==> src/rtl/ct_had_pcfifo_ctrl_pkg.sv <==
// Shared constants for the HAD PC trace FIFO control block: depth, counter
// width and read-sequencer state encodings.
package ct_had_pcfifo_ctrl_pkg;

  localparam int PCFIFO_DEPTH = 16;
  localparam int PCFIFO_CNT_W = 5;

  localparam logic [1:0] RD_IDLE  = 2'b00;
  localparam logic [1:0] RD_DRAIN = 2'b01;
  localparam logic [1:0] RD_READ  = 2'b10;
  localparam logic [1:0] RD_ACK   = 2'b11;

endpackage

==> src/rtl/ct_had_pcfifo_ctrl_if.sv <==
// Signal bundle between the HAD register file and the PC FIFO control block.
// The trigger signals exist only when HAD_PCFIFO_TRIG_EN is defined.
interface ct_had_pcfifo_ctrl_if #(parameter int CNT_W = 5);

  // Read handshake: regs_pcfifo_rd_req is a one-cycle request, taken only
  // while the sequencer is idle (otherwise dropped). Each taken request ends
  // in exactly one pcfifo_rd_ack pulse; pcfifo_rd_empty is meaningful only
  // in that ack cycle.
  logic             regs_pcfifo_en;
  logic             had_dbg_mode;
  logic [3:0]       rtu_had_xx_pcfifo_chgflow;
  logic             regs_pcfifo_rd_req;
  logic             ctrl_pcfifo_wen;
  logic             ctrl_pcfifo_ren;
  logic             pcfifo_rd_ack;
  logic             pcfifo_rd_empty;
  logic [CNT_W-1:0] pcfifo_cnt;
  logic [1:0]       rd_state;
`ifdef HAD_PCFIFO_TRIG_EN
  logic             had_trig_hit;
  logic [3:0]       regs_pcfifo_post_cnt;
  logic             pcfifo_frozen;

  modport master (
    output regs_pcfifo_en, had_dbg_mode, rtu_had_xx_pcfifo_chgflow,
           regs_pcfifo_rd_req, had_trig_hit, regs_pcfifo_post_cnt,
    input  ctrl_pcfifo_wen, ctrl_pcfifo_ren, pcfifo_rd_ack, pcfifo_rd_empty,
           pcfifo_cnt, rd_state, pcfifo_frozen
  );
  modport slave (
    input  regs_pcfifo_en, had_dbg_mode, rtu_had_xx_pcfifo_chgflow,
           regs_pcfifo_rd_req, had_trig_hit, regs_pcfifo_post_cnt,
    output ctrl_pcfifo_wen, ctrl_pcfifo_ren, pcfifo_rd_ack, pcfifo_rd_empty,
           pcfifo_cnt, rd_state, pcfifo_frozen
  );
`else
  modport master (
    output regs_pcfifo_en, had_dbg_mode, rtu_had_xx_pcfifo_chgflow,
           regs_pcfifo_rd_req,
    input  ctrl_pcfifo_wen, ctrl_pcfifo_ren, pcfifo_rd_ack, pcfifo_rd_empty,
           pcfifo_cnt, rd_state
  );
  modport slave (
    input  regs_pcfifo_en, had_dbg_mode, rtu_had_xx_pcfifo_chgflow,
           regs_pcfifo_rd_req,
    output ctrl_pcfifo_wen, ctrl_pcfifo_ren, pcfifo_rd_ack, pcfifo_rd_empty,
           pcfifo_cnt, rd_state
  );
`endif

endinterface

==> src/rtl/ct_had_pcfifo_popc.sv <==
// 4-bit population count of retire-lane strobes.
module ct_had_pcfifo_popc (
  input  logic [3:0] din,
  output logic [2:0] cnt
);

  assign cnt = 3'(din[0]) + 3'(din[1]) + 3'(din[2]) + 3'(din[3]);

endmodule

==> src/rtl/ct_had_pcfifo_ctrl.sv <==
// PC trace FIFO control: write enable, serialised debugger read sequencer and
// saturating occupancy count. Optional trigger freeze under HAD_PCFIFO_TRIG_EN.
module ct_had_pcfifo_ctrl
  import ct_had_pcfifo_ctrl_pkg::*;
#(
  parameter int DEPTH = PCFIFO_DEPTH,
  parameter int CNT_W = PCFIFO_CNT_W
) (
  input  logic                 cpuclk,
  input  logic                 cpurst_b,
  ct_had_pcfifo_ctrl_if.slave  bus
);

  logic             wen;
  logic             frozen;
  logic [2:0]       n;
  logic [2:0]       n_d;
  logic             dec;
  logic [CNT_W:0]   cnt_sum;
  logic [CNT_W-1:0] cnt;
  logic [CNT_W-1:0] cnt_next;
  logic [1:0]       state;
  logic [1:0]       state_next;
  logic             empty_q;

  assign wen = bus.regs_pcfifo_en & ~bus.had_dbg_mode & ~frozen;

  ct_had_pcfifo_popc u_popc_wr (
    .din (bus.rtu_had_xx_pcfifo_chgflow & {4{wen}}),
    .cnt (n)
  );

  // Lanes accepted now are committed by the FIFO one cycle later.
  always_ff @(posedge cpuclk or negedge cpurst_b) begin
    if (!cpurst_b) n_d <= 3'd0;
    else           n_d <= n;
  end

  assign dec     = (state == RD_READ) && (cnt != '0);
  assign cnt_sum = {1'b0, cnt} - (CNT_W+1)'(dec) + (CNT_W+1)'(n_d);

  always_comb begin
    cnt_next = cnt_sum[CNT_W-1:0];
    if (cnt_sum > (CNT_W+1)'(DEPTH)) cnt_next = CNT_W'(DEPTH);
  end

  always_ff @(posedge cpuclk or negedge cpurst_b) begin
    if (!cpurst_b) cnt <= '0;
    else           cnt <= cnt_next;
  end

  always_comb begin
    state_next = state;
    case (state)
      RD_IDLE:  if (bus.regs_pcfifo_rd_req) state_next = RD_DRAIN;
      RD_DRAIN: if ((n_d == 3'd0) && (n == 3'd0)) state_next = RD_READ;
      RD_READ:  state_next = RD_ACK;
      default:  state_next = RD_IDLE;
    endcase
  end

  always_ff @(posedge cpuclk or negedge cpurst_b) begin
    if (!cpurst_b) begin
      state   <= RD_IDLE;
      empty_q <= 1'b0;
    end else begin
      state <= state_next;
      if (state == RD_READ) empty_q <= (cnt == '0);
    end
  end

`ifdef HAD_PCFIFO_TRIG_EN
  logic       armed;
  logic       frozen_q;
  logic       dbg_d;
  logic       trig_clear;
  logic [2:0] n_post;
  logic [3:0] post_left;
  logic [3:0] post_left_next;

  ct_had_pcfifo_popc u_popc_post (
    .din (bus.rtu_had_xx_pcfifo_chgflow & {4{wen & armed}}),
    .cnt (n_post)
  );

  assign trig_clear     = ~bus.regs_pcfifo_en | (dbg_d & ~bus.had_dbg_mode);
  assign post_left_next = (post_left > {1'b0, n_post}) ? (post_left - {1'b0, n_post}) : 4'd0;

  // The crossing cycle still records its lanes; freeze takes effect next cycle.
  always_ff @(posedge cpuclk or negedge cpurst_b) begin
    if (!cpurst_b) begin
      armed     <= 1'b0;
      frozen_q  <= 1'b0;
      dbg_d     <= 1'b0;
      post_left <= 4'd0;
    end else begin
      dbg_d <= bus.had_dbg_mode;
      if (trig_clear) begin
        armed    <= 1'b0;
        frozen_q <= 1'b0;
      end else if (bus.had_trig_hit && wen && !armed) begin
        armed     <= 1'b1;
        post_left <= bus.regs_pcfifo_post_cnt;
        frozen_q  <= (bus.regs_pcfifo_post_cnt == 4'd0);
      end else if (armed) begin
        post_left <= post_left_next;
        if (post_left_next == 4'd0) frozen_q <= 1'b1;
      end
    end
  end

  assign frozen            = frozen_q;
  assign bus.pcfifo_frozen = frozen_q;
`else
  assign frozen = 1'b0;
`endif

  assign bus.ctrl_pcfifo_wen = wen;
  assign bus.ctrl_pcfifo_ren = (state == RD_READ);
  assign bus.pcfifo_rd_ack   = (state == RD_ACK);
  assign bus.pcfifo_rd_empty = (state == RD_ACK) & empty_q;
  assign bus.pcfifo_cnt      = cnt;
  assign bus.rd_state        = state;

endmodule
==> src/flat_wrapper.sv <==
// flat-port wrapper written by rule: the top's interface ports become plain ports
module ct_had_pcfifo_ctrl_flat import ct_had_pcfifo_ctrl_pkg::*;
#(
  parameter int DEPTH = PCFIFO_DEPTH,
  parameter int CNT_W = PCFIFO_CNT_W
)
  (cpuclk, cpurst_b, bus_regs_pcfifo_en, bus_had_dbg_mode, bus_rtu_had_xx_pcfifo_chgflow, bus_regs_pcfifo_rd_req, bus_ctrl_pcfifo_wen, bus_ctrl_pcfifo_ren, bus_pcfifo_rd_ack, bus_pcfifo_rd_empty, bus_pcfifo_cnt, bus_rd_state);
  ct_had_pcfifo_ctrl_if #(.CNT_W(CNT_W)) bus_i ();
  input  logic cpuclk;
  input  logic cpurst_b;
  input wire logic [$bits(bus_i.regs_pcfifo_en)-1:0] bus_regs_pcfifo_en;
  input wire logic [$bits(bus_i.had_dbg_mode)-1:0] bus_had_dbg_mode;
  input wire logic [$bits(bus_i.rtu_had_xx_pcfifo_chgflow)-1:0] bus_rtu_had_xx_pcfifo_chgflow;
  input wire logic [$bits(bus_i.regs_pcfifo_rd_req)-1:0] bus_regs_pcfifo_rd_req;
  output wire logic [$bits(bus_i.ctrl_pcfifo_wen)-1:0] bus_ctrl_pcfifo_wen;
  output wire logic [$bits(bus_i.ctrl_pcfifo_ren)-1:0] bus_ctrl_pcfifo_ren;
  output wire logic [$bits(bus_i.pcfifo_rd_ack)-1:0] bus_pcfifo_rd_ack;
  output wire logic [$bits(bus_i.pcfifo_rd_empty)-1:0] bus_pcfifo_rd_empty;
  output wire logic [$bits(bus_i.pcfifo_cnt)-1:0] bus_pcfifo_cnt;
  output wire logic [$bits(bus_i.rd_state)-1:0] bus_rd_state;
  assign bus_i.regs_pcfifo_en = bus_regs_pcfifo_en;
  assign bus_i.had_dbg_mode = bus_had_dbg_mode;
  assign bus_i.rtu_had_xx_pcfifo_chgflow = bus_rtu_had_xx_pcfifo_chgflow;
  assign bus_i.regs_pcfifo_rd_req = bus_regs_pcfifo_rd_req;
  assign bus_ctrl_pcfifo_wen = bus_i.ctrl_pcfifo_wen;
  assign bus_ctrl_pcfifo_ren = bus_i.ctrl_pcfifo_ren;
  assign bus_pcfifo_rd_ack = bus_i.pcfifo_rd_ack;
  assign bus_pcfifo_rd_empty = bus_i.pcfifo_rd_empty;
  assign bus_pcfifo_cnt = bus_i.pcfifo_cnt;
  assign bus_rd_state = bus_i.rd_state;
  ct_had_pcfifo_ctrl #(.DEPTH(DEPTH), .CNT_W(CNT_W)) u_core (.cpuclk(cpuclk), .cpurst_b(cpurst_b), .bus(bus_i));
endmodule
==> config.mk <==
export PLATFORM = sky130hd
export DESIGN_NAME = ct_had_pcfifo_ctrl_flat
export DESIGN_NICKNAME = d
export VERILOG_FILES = /design/src/rtl/ct_had_pcfifo_ctrl_pkg.sv /design/src/rtl/ct_had_pcfifo_ctrl_if.sv /design/src/rtl/ct_had_pcfifo_popc.sv /design/src/rtl/ct_had_pcfifo_ctrl.sv /design/src/flat_wrapper.sv
export SDC_FILE = /design/constraint.sdc
export NUM_CORES = 1
export LEC_CHECK = 0
export CAP_MARGIN = 10
export CELL_PAD_IN_SITES_DETAIL_PLACEMENT = 1
export CELL_PAD_IN_SITES_GLOBAL_PLACEMENT = 1
export CORE_AREA = 2 2 52 54
export DETAILED_ROUTE_END_ITERATION = 6
export DIE_AREA = 0 0 54 56
export DONT_BUFFER_PORTS = 1
export MAX_ROUTING_LAYER = met4
export PLACE_DENSITY_LB_ADDON = 0.1
export SLEW_MARGIN = 40
export SYNTH_ARGS = -nofsm -noshare
export SYNTH_HDL_FRONTEND = slang
export SYNTH_HIERARCHICAL = 1
export SYNTH_SLANG_ARGS = --single-unit
==> constraint.sdc <==
create_clock -name cpuclk -period 3.9 [get_ports cpuclk]
set_clock_uncertainty 0.15 [all_clocks]
set_input_delay 0.39 -clock cpuclk [delete_from_list [all_inputs] [get_ports cpuclk]]
set_output_delay 0.39 -clock cpuclk [all_outputs]
set_load 0.01 [all_outputs]
**Yosys cells after proc, flatten, opt, wreduce, memory -nomap -nowiden**

Index checks and enable logic that the tools add are counted.

- Flip-flop bits (word level): 11
- Word-level logic and storage cells: 31
- Bits of input ports: 9

- Equality and inequality tests: 5
- Order comparisons: 1
- Multiplexer cells: 4
- Reductions and logical operators: 8
- Add/subtract/negate cells: 5
- Bitwise operators: 4

Operators with widths:

| operator | number |
|---|---|
| $add 3x1->3 | 2 |
| $add 6x3->6 | 1 |
| $gt 6x5->1 const B | 1 |
| $logic_not 3->1 | 2 |
| $pmux 2 s3 | 1 |
| $sub 5x1->6 | 1 |
| $logic_not 5->1 | 1 |
| $mux 5 | 1 |
| $reduce_bool 5->1 | 1 |
| $and 4x4->4 | 1 |
| $eq 2x2->1 const B | 2 |
| $mux 2 | 2 |
| $add 1x1->2 | 1 |
| $and 1x1->1 | 2 |
| $eq 2x1->1 const B | 1 |
| $logic_and 1x1->1 | 2 |
| $logic_not 2->1 | 1 |
| $ne 2x1->1 const B | 1 |
| $ne 2x2->1 const B | 1 |
| $reduce_and 2->1 | 1 |
| $not 1->1 | 1 |

**Longest topological paths before layout**

- Depth in word-level cells: 10
- Mapped depth: 11
- Mapped depth without buffers: 11

**By module**

The synthesis kept the hierarchy.

Modules (own cells, without submodules):

| module | cells an instance | instances | area an instance (um^2) | sequential area each (um^2) |
|---|---|---|---|---|
| ct_had_pcfifo_ctrl | 79 | 1 | 775.7 | 275.3 |
| ct_had_pcfifo_popc | 8 | 1 | 63.8 | 0.0 |

**Worst setup path after synthesis**

Ideal clock, no wire load.

- Path type: input to register
- Start point: in bus_regs_pcfifo_en
- End point: reg u_core.state[1] (netlist: u_core/bus.rd_state[1])
- Arrival: 2.972 ns
- Setup slack: 0.650 ns
- Setup time: 0.128 ns
- Data required time: 3.622 ns
- Buffers on the path: 0
- Cell stages on the path: 11
- Cell sequence: nor2b_1 and2_1 inv_1 fa_1 inv_1 ha_1 ha_1 or4_1 o31a_1 a21oi_2 mux2_1

- Word-level cells in the longest chain between the ends: 9

Ends and longest elaborated chain:

| item | line | RTL |
|---|---|---|
| from (decl) | flat_wrapper.sv:11 | `input wire logic [$bits(bus_i.regs_pcfifo_en)-1:0] bus_regs_pcfifo_en;` |
| $and 1x1->1 (*) | ct_had_pcfifo_ctrl.sv:26 | `assign wen = bus.regs_pcfifo_en & ~bus.had_dbg_mode & ~frozen;` |
| $and 4x4->4 (*) | ct_had_pcfifo_ctrl.sv:29 | `.din (bus.rtu_had_xx_pcfifo_chgflow & {4{wen}}),` |
| $add 1x1->2 | ct_had_pcfifo_popc.sv:7 | `assign cnt = 3'(din[0]) + 3'(din[1]) + 3'(din[2]) + 3'(din[3]);` |
| $add 3x1->3 | ct_had_pcfifo_popc.sv:7 |  |
| $add 3x1->3 (*) | ct_had_pcfifo_popc.sv:7 |  |
| via u_core.n[1] | ct_had_pcfifo_ctrl.sv:16 | `logic [2:0] n;` |
| $logic_not 3->1 (*) | ct_had_pcfifo_ctrl.sv:56 | `RD_DRAIN: if ((n_d == 3'd0) && (n == 3'd0)) state_next = RD_READ;` |
| $logic_and 1x1->1 (*) | ct_had_pcfifo_ctrl.sv:56 |  |
| $ne 2x1->1 (no line) (*) | -- |  |
| $reduce_and 2->1 (no line) (*) | -- |  |
| to (signal assigned) | ct_had_pcfifo_ctrl.sv:67 | `state <= state_next;` |
| to (decl) | ct_had_pcfifo_ctrl.sv:22 | `logic [1:0] state;` |

The timed path passes the listed nets; every way through them passes the cells marked *.
A chain may end at the register's enable or synchronous reset.

**Worst setup path in the final report**

- Start point: reg u_core.cnt[4] (netlist: u_core/bus.pcfifo_cnt[4])
- End point: reg u_core.cnt[1] (netlist: u_core/bus.pcfifo_cnt[1])

- Word-level cells in the longest chain between the ends: 6

Ends and longest elaborated chain:

| item | line | RTL |
|---|---|---|
| from (decl) | ct_had_pcfifo_ctrl.sv:20 | `logic [CNT_W-1:0] cnt;` |
| from (signal assigned) | ct_had_pcfifo_ctrl.sv:49 | `else cnt <= cnt_next;` |
| $reduce_bool 5->1 | ct_had_pcfifo_ctrl.sv:39 | `assign dec = (state == RD_READ) && (cnt != '0);` |
| $logic_and 1x1->1 | ct_had_pcfifo_ctrl.sv:39 |  |
| $sub 5x1->6 (*) | ct_had_pcfifo_ctrl.sv:40 | `assign cnt_sum = {1'b0, cnt} - (CNT_W+1)'(dec) + (CNT_W+1)'(n_d);` |
| $add 6x3->6 (*) | ct_had_pcfifo_ctrl.sv:40 |  |
| $gt 6x5->1 | ct_had_pcfifo_ctrl.sv:44 | `if (cnt_sum > (CNT_W+1)'(DEPTH)) cnt_next = CNT_W'(DEPTH);` |
| $mux 5 (*) | ct_had_pcfifo_ctrl.sv:44 |  |
| via u_core.cnt_next[1] | ct_had_pcfifo_ctrl.sv:21 | `logic [CNT_W-1:0] cnt_next;` |

Marks and branches as above.

==> results.sh <==
export IMPL_grt_max_degree=12
export IMPL_route_final_wire_length_um=1650
export IMPL_fmax_mhz=293
export IMPL_yosys_warnings=6
export IMPL_finalCritPeriodShare_pct=87.5
export IMPL_worst_hold_margin_ns=0.260
export IMPL_cts_sinks=11
export IMPL_static_power_due_to_leakage_nw=0.480
export IMPL_critical_path_endpoint_type="flop"
export IMPL_netlist_area_leader_share_pct=32.8
export IMPL_hold_path_startpoint="bus_rtu_had_xx_pcfifo_chgflow[2]"
export IMPL_place_hpwl_um=1420
export IMPL_worst_path_most_repeated_cell="sky130_fd_sc_hd__ha_1"
export IMPL_tightestPinTransition_ns=0.512
export IMPL_powerDensity_mw_per_mm2=671
export IMPL_nFillCells=288
export IMPL_post_route_cells_drive_above_1_share_pct=5.43
export IMPL_post_synth_instance_area_um2=840
export IMPL_rsz0062_at_grt="false"
export IMPL_synth_top_cell_by_area="sky130_fd_sc_hd__dfrtp_1"
export IMPL_setup_violations=0
export IMPL_startpoint="u_core/bus.pcfifo_cnt[4]"
export IMPL_clkTransAtPathRegs_ns=0.07
export IMPL_finalWorstPathRequiredPeriod_ns=3.41
export IMPL_fp_dieH_um=56
export IMPL_start_kind="flop"
export IMPL_ff_latch_area_um2=275
export IMPL_rows=18
export IMPL_route_vias_total=594
export IMPL_number_of_global_route_vias_before_repair=666
export IMPL_cp_data_required_time_ns=3.95
export IMPL_placedInstanceArea_um2=877
export IMPL_die_w_um=54
export IMPL_finish_instance_area_um2=913
export IMPL_floorplan_initialDensity_pct=34.5
export IMPL_cp_data_arrival_time_ns=3.47
export IMPL_floorplan_die_area_mm2=0.00302
export IMPL_leftover_overflow_at_the_end_of_global_routing=0
export IMPL_io_pin_count=20
export IMPL_first_pass_iters=4
export IMPL_timing_max_transition_violations_final=0
export IMPL_dr_first_iter_drc_count=2
export IMPL_flow_area_growth_from_synthesis_pct=8.79
export IMPL_clock_tree_root="sky130_fd_sc_hd__clkbuf_4"
export IMPL_tritoncts="yes"
export IMPL_slew_headroom_pct=65.8
export IMPL_layout_cells_excl_fill=122
export IMPL_timing_critical_path_cells="or4_1 > nor2_1 > nor2b_1 > ha_1 > inv_1 > ha_1 > fa_1 > and3_1 > or3_1 > a32oi_1 > and2_1"
export IMPL_area_of_combinational_cells_with_multiple_inputs_um2=482
export IMPL_worst_skew_pair_latency_ns=0.26
export IMPL_min_path_type="in2reg"
export IMPL_final_nets=118
export IMPL_finish_utilization_pct=37.6
export IMPL_timing_max_cap_violations=0
export IMPL_port_buffer_cells=0
export IMPL_reg2reg_from="u_core/bus.pcfifo_cnt[4]"
export IMPL_post_synth_cell_area_avg_um2=9.65
export IMPL_drc_errors=0
export IMPL_critPathMaxStageDelay_ns=0.54
export IMPL_synth_cells=87
export IMPL_gp_congestion=0.727
export IMPL_antenna_diode_count=0
export IMPL_avgRoutedWirePerCell_um=13.5
export IMPL_ys_seq_elements=11
export IMPL_mappedNetlistNets=112
export IMPL_ys_types=24
export IMPL_global_route_usage_over_all_layers_pct=13.7
export IMPL_ir_worst_vdd_mv=0.311
export IMPL_first_pass_grt_wire_length_um=2900
export IMPL_timing_final_hold_violations=0
export IMPL_core_area_mm2=0.00243
export IMPL_critPathMaxFanout=6
export IMPL_critical_path_slowest_cell="sky130_fd_sc_hd__or4_1"
export IMPL_numPlacedInstances=117
export IMPL_route_antenna_remaining_nets=0
export IMPL_cts_max_level=1
export IMPL_number_of_buffers_added_by_the_clock_tree_synthesis_step=3
export IMPL_antenna_violations_before_repair=0
export IMPL_status="finished clean"
export IMPL_synth_area_top_cells="sky130_fd_sc_hd__dfrtp_1 33%, sky130_fd_sc_hd__ha_1 21%, sky130_fd_sc_hd__inv_1 9.8%"
export IMPL_final_tns_setup_ns=0
export IMPL_clockBufferDepth=2
export IMPL_vias_per_cell=4.87
export IMPL_criticalPathCategory="reg2reg"
export IMPL_synth_seq_area_share_pct=32.8
-- where the power goes --
| part | switching, mW | internal, mW | leakage [nW] |
|---|---|---|---|
| sequential | 0.0488 | 0.149 | 0.141 |
| clock | 0.0373 | 0.0395 | 0.0150 |
| combinational | 0.180 | 0.158 | 0.324 |
-- metrics by stage --
stage,setup WS [ns],power [mW]
after CTS,0.445,0.630
after floorplan,0.650,0.461
after global placement,0.483,0.536
after detailed placement,0.432,0.542
final,0.486,0.613
after global routing,0.265,0.696
-- worst max-delay path: cells and delay by family (launching register included) --
family                     cells  cell delay [ns]
AOI/OAI and AO/OA              1             0.34
adders and majority gates      3             0.88
DFF                            1             0.45
and+or+nand+nor                6             1.48
buffers and inverters          1             0.04
-- what timing repair did --
| action | 4_1_cts | 5_1_grt |
|---|---|---|
| gates resized for setup | 0 | 0 |
| hold buffers | 1 | 0 |
| buffers inserted | 0 | 0 |
| hold endpoints to repair | 11 | 0 |
-- registers in the layout, summed over array words and instances, names as in the netlist --
name,flops
u_core/bus.pcfifo_cnt,5
u_core/empty_q,1
u_core/n_d,3
u_core/bus.rd_state,2
-- logic make-up (layout without fill, tap and decap cells) --
group           after synthesis  after routing  synth area share [%]
simple gates                 22             22                  16.8
buf+inv                      22             27                  9.84
fa+ha+maj                    16             16                  25.6
compound gates               13             13                  11.2
flops                        11             11                  32.8
mux                           2              2                  2.68
xor+xnor                      1              1                  1.04
-- cell usage in the layout (no fill, tap or decap) --
| cell type | count |
|---|---|
| sky130_fd_sc_hd__fa_1 | 2 |
| sky130_fd_sc_hd__a21oi_2 | 1 |
| sky130_fd_sc_hd__or4b_1 | 1 |
| sky130_fd_sc_hd__dfrtp_1 | 11 |
| sky130_fd_sc_hd__mux2_1 | 1 |
| sky130_fd_sc_hd__dlygate4sd3_1 | 1 |
| sky130_fd_sc_hd__or4_1 | 2 |
| sky130_fd_sc_hd__o21ai_0 | 3 |
| sky130_fd_sc_hd__a211oi_1 | 2 |
| sky130_fd_sc_hd__clkbuf_1 | 1 |
| sky130_fd_sc_hd__nor2b_1 | 3 |
| sky130_fd_sc_hd__mux2_2 | 1 |
| sky130_fd_sc_hd__and3_1 | 1 |
| sky130_fd_sc_hd__clkbuf_4 | 3 |
| sky130_fd_sc_hd__nor4_1 | 1 |
| sky130_fd_sc_hd__a32oi_1 | 1 |
| sky130_fd_sc_hd__inv_1 | 22 |
| sky130_fd_sc_hd__and2_1 | 9 |
| sky130_fd_sc_hd__nor3b_1 | 2 |
| sky130_fd_sc_hd__a21o_1 | 3 |
| sky130_fd_sc_hd__a21oi_1 | 1 |
| sky130_fd_sc_hd__xor2_1 | 1 |
| sky130_fd_sc_hd__nor2_1 | 2 |
| sky130_fd_sc_hd__ha_1 | 14 |
| sky130_fd_sc_hd__or3_1 | 1 |
| sky130_fd_sc_hd__o32a_1 | 1 |
| sky130_fd_sc_hd__o31a_1 | 1 |
-- cell type report --
| cell class | count | share of cell area (%) |
|---|---|---|
| inverters | 22 | 9.04 |
| flip-flops and latches | 11 | 30.1 |
| multi-input cells | 54 | 52.7 |
| clock buffers | 4 | 2.88 |
| repair buffers | 1 | 1.10 |
| well taps | 30 | 4.11 |
-- routing by layer --
metal / global-route usage, % / routed length [µm] / vias up
met1: 13.9 / 660 / 282
met4: 8.57 / 30 / 0
met3: 1.34 / 65 / 2
li1: - / - / 297
met2: 24.0 / 895 / 13
met5: - / 0 / -
-- worst paths after layout --
path	slack [ns]	end	depth (start not counted)
worst min-delay path	0.26	u_core/n_d[0]	2
worst min register to register	0.39	u_core/empty_q	1
worst max register to register	0.49	u_core/bus.pcfifo_cnt[1]	11
worst max-delay path	0.49	u_core/bus.pcfifo_cnt[1]	11
min in group asynchronous	0.38	u_core/bus.pcfifo_cnt[4]	1
max in group asynchronous	2.88	u_core/bus.pcfifo_cnt[3]	1
-- Yosys cell counts, drive strengths merged --
cell type,number
fa,2
xor2,1
o21ai,3
nor4,1
inv,22
nor3b,2
or3,1
o32a,1
a21oi,2
or4b,1
nor2,2
a211oi,2
nor2b,3
a21o,3
a32oi,1
or4,2
and3,1
o31a,1
mux2,2
ha,14
dfrtp,11
and2,9
Note: power is estimated with default switching activity, not from simulation.
